<file path="src/rtl/alu_pkg.sv">
// alu_pkg: shared definitions for the registered ALU.
//   OP_W     - opcode width in bits
//   alu_op_e - opcode encoding, which the sel input carries
package alu_pkg;

  localparam int unsigned OP_W = 3;

  typedef enum logic [OP_W-1:0] {
    OP_ADD = 3'b000,
    OP_SUB = 3'b001,
    OP_OR  = 3'b010,
    OP_AND = 3'b011,
    OP_XOR = 3'b100,
    OP_NOT = 3'b101,
    OP_SHL = 3'b110,
    OP_SHR = 3'b111
  } alu_op_e;

endpackage

</file>
<file path="src/rtl/alu_if.sv">
// alu_if: operand/result bundle for the ALU.
//   A, B      - WIDTH-bit unsigned operands (master -> slave)
//   sel       - opcode (master -> slave)
//   in_valid  - operands/opcode valid this cycle (master -> slave)
//   out       - WIDTH+1-bit registered result (slave -> master)
//   out_valid - out/zero hold the result of an in_valid cycle (slave -> master)
//   zero      - registered flag, out[WIDTH-1:0] == 0 (slave -> master)
interface alu_if
  import alu_pkg::*;
#(
  parameter int unsigned WIDTH = 4
) ();

  logic [WIDTH-1:0] A;
  logic [WIDTH-1:0] B;
  logic [OP_W-1:0]  sel;
  logic             in_valid;
  logic [WIDTH:0]   out;
  logic             out_valid;
  logic             zero;

  modport master (
    output A, B, sel, in_valid,
    input  out, out_valid, zero
  );

  modport slave (
    input  A, B, sel, in_valid,
    output out, out_valid, zero
  );

endinterface

</file>
<file path="src/rtl/alu_core.sv">
// alu_core: purely combinational ALU datapath.
//   i_a, i_b  - WIDTH-bit unsigned operands
//   i_sel     - opcode (alu_op_e encoding)
//   o_result  - WIDTH+1-bit result; MSB is carry, borrow or shifted-out bit
//   o_zero    - 1 when o_result[WIDTH-1:0] == 0 (MSB excluded)
module alu_core
  import alu_pkg::*;
#(
  parameter int unsigned WIDTH = 4
) (
  input  logic [WIDTH-1:0] i_a,
  input  logic [WIDTH-1:0] i_b,
  input  logic [OP_W-1:0]  i_sel,
  output logic [WIDTH:0]   o_result,
  output logic             o_zero
);

  logic [WIDTH:0] w_result;

  always_comb begin
    w_result = '0;
    case (alu_op_e'(i_sel))
      OP_ADD:  w_result = {1'b0, i_a} + {1'b0, i_b};
      // Extended subtraction: MSB ends up set exactly when i_a < i_b.
      OP_SUB:  w_result = {1'b0, i_a} - {1'b0, i_b};
      OP_OR:   w_result = {1'b0, i_a | i_b};
      OP_AND:  w_result = {1'b0, i_a & i_b};
      OP_XOR:  w_result = {1'b0, i_a ^ i_b};
      OP_NOT:  w_result = {1'b0, ~i_a};
      OP_SHL:  w_result = {i_a, 1'b0};
      // Logical right shift; the bit shifted out lands in the MSB.
      OP_SHR:  w_result = {i_a[0], 1'b0, i_a[WIDTH-1:1]};
      default: w_result = '0;
    endcase
  end

  assign o_result = w_result;
  assign o_zero   = ~|w_result[WIDTH-1:0];

endmodule

</file>
<file path="src/rtl/alu.sv">
// alu: registered ALU with one-cycle latency and no backpressure.
//   clk - rising-edge clock
//   rst - synchronous, active-high reset; clears out, out_valid and zero
//   bus - alu_if slave: A/B/sel/in_valid in, out/out_valid/zero out
// out and zero hold their last values while in_valid is low.
module alu
  import alu_pkg::*;
#(
  parameter int unsigned WIDTH = 4
) (
  input  logic clk,
  input  logic rst,
  alu_if.slave bus
);

  logic [WIDTH:0] w_result;
  logic           w_zero;

  logic [WIDTH:0] r_out;
  logic           r_out_valid;
  logic           r_zero;

  alu_core #(
    .WIDTH (WIDTH)
  ) u_core (
    .i_a      (bus.A),
    .i_b      (bus.B),
    .i_sel    (bus.sel),
    .o_result (w_result),
    .o_zero   (w_zero)
  );

  always_ff @(posedge clk) begin
    if (rst) begin
      r_out       <= '0;
      r_out_valid <= 1'b0;
      r_zero      <= 1'b0;
    end else begin
      r_out_valid <= bus.in_valid;
      if (bus.in_valid) begin
        r_out  <= w_result;
        r_zero <= w_zero;
      end
    end
  end

  assign bus.out       = r_out;
  assign bus.out_valid = r_out_valid;
  assign bus.zero      = r_zero;

endmodule

</file>
<file path="src/flat_wrapper.sv">
// flat-port wrapper written by rule: the top's interface ports become plain ports
module alu_flat import alu_pkg::*;
#(
  parameter int unsigned WIDTH = 4
)
  (clk, rst, bus_A, bus_B, bus_sel, bus_in_valid, bus_out, bus_out_valid, bus_zero);
  alu_if #(.WIDTH(WIDTH)) bus_i ();
  input  logic clk;
  input  logic rst;
  input wire logic [$bits(bus_i.A)-1:0] bus_A;
  input wire logic [$bits(bus_i.B)-1:0] bus_B;
  input wire logic [$bits(bus_i.sel)-1:0] bus_sel;
  input wire logic [$bits(bus_i.in_valid)-1:0] bus_in_valid;
  output wire logic [$bits(bus_i.out)-1:0] bus_out;
  output wire logic [$bits(bus_i.out_valid)-1:0] bus_out_valid;
  output wire logic [$bits(bus_i.zero)-1:0] bus_zero;
  assign bus_i.A = bus_A;
  assign bus_i.B = bus_B;
  assign bus_i.sel = bus_sel;
  assign bus_i.in_valid = bus_in_valid;
  assign bus_out = bus_i.out;
  assign bus_out_valid = bus_i.out_valid;
  assign bus_zero = bus_i.zero;
  alu #(.WIDTH(WIDTH)) u_core (.clk(clk), .rst(rst), .bus(bus_i));
endmodule
</file>
<file path="config.mk">
export PLATFORM = sky130hd
export DESIGN_NAME = alu_flat
export DESIGN_NICKNAME = d
export VERILOG_FILES = /design/src/rtl/alu_pkg.sv /design/src/rtl/alu_if.sv /design/src/rtl/alu_core.sv /design/src/rtl/alu.sv /design/src/flat_wrapper.sv
export SDC_FILE = /design/constraint.sdc
export NUM_CORES = 1
export LEC_CHECK = 0
export BUFFER_PORTS_ARGS = -buffer_cell sky130_fd_sc_hd__buf_4
export CAP_MARGIN = 20
export CORE_UTILIZATION = 50
export CTS_BUF_LIST = sky130_fd_sc_hd__clkbuf_4 sky130_fd_sc_hd__clkbuf_8
export DETAILED_ROUTE_END_ITERATION = 12
export GPL_TIMING_DRIVEN = 0
export PLACE_DENSITY = 0.76
export SKIP_CTS_REPAIR_TIMING = 1
export SLEW_MARGIN = 30
export SYNTH_ARGS = -nofsm -noshare
export SYNTH_HDL_FRONTEND = slang
export SYNTH_SLANG_ARGS = --single-unit
</file>
<file path="constraint.sdc">
create_clock -name clk -period 3.2 [get_ports clk]
set_input_delay 0.16 -clock clk [delete_from_list [all_inputs] [get_ports clk]]
set_output_delay 0.16 -clock clk [all_outputs]
set_load 0.02 [all_outputs]
</file>
# ---- Word level (Yosys, flattened, before mapping)
# Index checks and enable logic that the tools add are counted.
dict set report op_classes {
  addsub 2
  eq_ne 7
  n_mux 1
  bitwise_logic 4
  n_reduce_logical 3
}
# cell n
set ops {}
lappend ops {{$pmux 5 s8} 1}
lappend ops {{$eq 3x3->1 const B} 4}
lappend ops {{$eq 3x2->1 const B} 2}
lappend ops {{$add 4x4->5} 1}
lappend ops {{$sub 4x4->5} 1}
lappend ops {{$and 4x4->4} 1}
lappend ops {{$not 4->4} 1}
lappend ops {{$or 4x4->4} 1}
lappend ops {{$reduce_or 4->1} 1}
lappend ops {{$xor 4x4->4} 1}
lappend ops {{$eq 3x1->1 const B} 1}
lappend ops {{$logic_not 3->1} 1}
lappend ops {{$logic_not 1->1} 1}
dict set report word_totals {
  regBits 7
  input_bits 14
  out_inout_bits 7
  elab_cells 20
}

# ---- Depth between registers and ports, before layout
dict set report depth {
  word_depth 4
  mapped_depth 10
  mapped_depth_nobuf 10
}

# ---- Modules after synthesis
# A second synthesis with hierarchy kept.
dict set report unflattened {
  cells_unflattened 103
  hier_area_um2 862.1
}
# mod n_inst cells_each area_per_inst_um2 seq_area_each_um2
set by_module_without_submodules {}
lappend by_module_without_submodules {alu_core 1 82 621.8 0.0}
lappend by_module_without_submodules {alu 1 21 240.2 140.1}

# ---- Worst setup path after synthesis
# No wires, ideal clock.
dict set report synth_path {
  path_type {in2reg}
  from {input port bus_sel[2]}
  to {register u_core.r_out[4], in the netlist u_core.bus.out[4]}
  setup_ps 78
  arrival_time_ps 1866
  required_time_ps 3122
  slack_ps 1256
  cell_stages 10
  n_path_buf 1
  path_cell_list {buf_2 nor2_1 nand2_1 mux2i_1 fa_1 a21o_1 a21oi_1 xor2_1 a21oi_1 nor3_1}
}
dict set report synth_between {
  elab_chain_cells 2
  word_cells_on_any_way 9
  classes_between {7 x eq/ne; 1 x mux; 1 x reduce/logical}
}
# element line_no
set synth_lines {}
lappend synth_lines {{from (decl)} flat_wrapper.sv:12} ;# input wire logic [$bits(bus_i.sel)-1:0] bus_sel;
lappend synth_lines {{$eq 3x3->1, or another cell as far along} alu_core.sv:22} ;# case (alu_op_e'(i_sel))
lappend synth_lines {{$pmux 5 s8 *} alu_core.sv:22}
lappend synth_lines {{to (signal assigned)} alu.sv:41} ;# r_out <= w_result;
lappend synth_lines {{to (decl)} alu.sv:19} ;# logic [WIDTH:0] r_out;
# Every way passes the cells marked *; elsewhere a longest branch is shown, timed or not.
# A chain may end at the register's enable or synchronous reset.

# ---- Worst setup path in the final report
# Same ends and word-level chain as after synthesis.

==> impl_metrics.toml <==
[yosys]
synth_top_area_share_pct = 19.1
ys_warn_count = 0
synth_ff_type = "dfxtp_1"
yosys.area.top_type = "ha_1"
synthTopCellsByCount = "inv_1 (14), ha_1 (13), a21oi_1 (11), dfxtp_1 (7), nand2_1 (7)"
ys_seq_area_share_pct = 16.5
async_flop_share_pct = 0
syn_area_um2 = 851
yosysMostFrequentCell = "inv_1"
synth-edff-count = 0
synth_cells = 108
postSynthNetCount = 136
synth.avg_cell_area_um2 = 7.88
synth-seq-cells = 7
ys_types = 38
ys_top_cells_by_area = "ha_1 (19%), dfxtp_1 (16%), a21oi_1 (6.5%)"

[worst_setup_path]
cp.required_ps = 3370
critPathArrivalTime_ps = 2220
end_kind = "flip-flop"
worst-setup-path-type = "in2reg"
worstPathMaxFanout = 10
start_kind = "primary input"

[cells_and_area]
seq_area_um2 = 140
diodes = 0
layout-drive-gt1-share_pct = 23.8
fin_area_um2 = 1040
fill_cells = 147
multiInputGateArea_um2 = 621
area_delta_synth_final_pct = 21.8
layout.nets = 159

[clocking]
clock-sinks = 7
h-tree-depth = 1
cts_tree = "yes"
cts-root-buf = "clkbuf_4"
ctsLongestPathBuffers = 2
clock_latency_ps = 250
clk_pin_slew_ps = 60
numCtsBuffers = 3

[die]
dieHeight_um = 43.3
rows = 14
core-area_um2 = 1540
start_util_pct = 55.2
dieArea_um2 = 1870
ioPinCount = 21
die_w_um = 43.3

[placement]
gp_congestion = 0.835
hpwl_um = 1490
port_buffers = 18
placed_area_um2 = 1010

[routing]
drtPass1Iterations = 4
drt_iter0_drc = 9
wl_per_cell_um = 12.3
drt_wl_total_um = 1790
num_vias = 816
route.detailed.drc = 0
drtAntennaViolNets = 0
viasPerCell = 5.59

[hold_path]
hp-class = "in2reg"

[sta]
timing.fmax_mhz = 488
period_minus_slack_ps = 2050
finalSetupTns_ps = 0
hold_viol = 0
fin_crit_sh_pct = 64.0
finalSetupViolCount = 0
max_slew_margin_pct = 73.0
finalMaxSlewViolations = 0
rsz0062_at_grt = "false"
finalClockSkew_ps = 0
worstMarginPinSlew_ps = 405

[pwr]
power_switching_mw = 0.110
ir_worst_vdd_mv = 0.378
intPower_mw = 0.213
seqPwrFrac_pct = 29.9
netSwitchingFraction_pct = 34.0
cellLeakagePower_nw = 0.517
p_per_area_nw_per_um2 = 312
clkPwrFrac_pct = 27.8
combPwrFrac_pct = 42.3

[global_routing]
grt_overflow = 0
grt_max_degree = 11
grt_pass1_vias = 774
grt_util_all_layers_pct = 22.2
antenna_found_initial = 0
grt_pass1_wl_um = 3140

[run_status]
status = "complete, no violations"

[flow_run]
cap_violations = 0
## cell usage in the layout, fill, tap and decap left out, types with 2 or more instances in the layout
cell / n
nor3_1: 2
clkbuf_4: 4
ha_1: 13
inv_1: 14
nor2_1: 6
nor3b_1: 2
buf_4: 19
nand3_1: 4
nand3b_1: 2
nand2_1: 7
a31oi_1: 2
mux2i_1: 5
xnor2_1: 2
o21ai_0: 3
or2_2: 2
dfxtp_1: 7
buf_2: 2
nand2b_1: 2
xor2_1: 2
a21oi_1: 11
## flip-flops by register name (all words and copies together), names as in the netlist
register and count:
u_core.bus.out 5, u_core.bus.out_valid 1, u_core.bus.zero 1
## logic make-up after synthesis
logic type	share of synthesized area [%]
mux	8.53
fa+ha+maj	21.5
xor+xnor	4.12
simple gates	17.9
flops	16.5
compound gates	20.9
buf+inv	10.6
## final cells by class
| cell class | instances | share of cell area [%] |
|---|---|---|
| Clock buffer | 4 | 2.90 |
| Inverter | 14 | 5.07 |
| Buffer | 6 | 3.62 |
| Tap cell | 16 | 1.93 |
| Timing Repair Buffer | 18 | 13.0 |
| Multi-Input combinational cell | 81 | 59.9 |
| Sequential cell | 7 | 13.5 |
## worst paths after layout
kind / slack [ps] / depth (start not counted) / start / to
worst max-delay path: 1150 / 11 / bus_sel[2] / u_core.bus.out[4]
worst min-delay path: 170 / 2 / rst / u_core.bus.out[2]
worst max register to register: 2480 / 2 / u_core.bus.zero / u_core.bus.zero
worst min register to register: 460 / 2 / u_core.bus.out[2] / u_core.bus.out[2]
## through the flow
stage | instances | hold slack (ps) | utilization (%) | total power, mW | setup slack (ps)
final | 146 | 167 | 67.2 | 0.323 | 1150
after global routing | 146 | 175 | 67.2 | 0.348 | 953
after CTS | 146 | 161 | 67.2 | 0.328 | 1150
after detailed placement | 142 | 438 | 65.3 | 0.235 | 886
after global placement | 142 | 437 | 65.3 | 0.232 | 897
after floorplan | 108 | 335 | - | 0.191 | 1260
## power by group through the flow
stage	clock network, mW	registers [mW]	logic [mW]
6_report	0.0898	0.0965	0.137
5_1_grt	0.0979	0.0969	0.153
4_1_cts	0.0940	0.0965	0.137
3_5_place_dp	0	0.0983	0.137
3_3_place_gp	0	0.0981	0.134
2_1_floorplan	0	0.106	0.0845
## critical path, cell delays in order
cell and delay, ps:
buf_4 120, buf_2 180, nor2_1 250, nand2_1 140, mux2i_1 180, fa_1 450
a21o_1 170, a21oi_1 170, xor2_1 160, a21oi_1 80, nor3_1 160
## routing by layer
metal	part of all wire [%]	GRT usage (%)	vias to the layer above
met5	0	0	-
met4	0.78	3.64	0
met3	5.1	6.38	2
met2	47	36.1	20
met1	47	29.3	369
li1	-	-	425
Power figures use the tool's default switching activity.
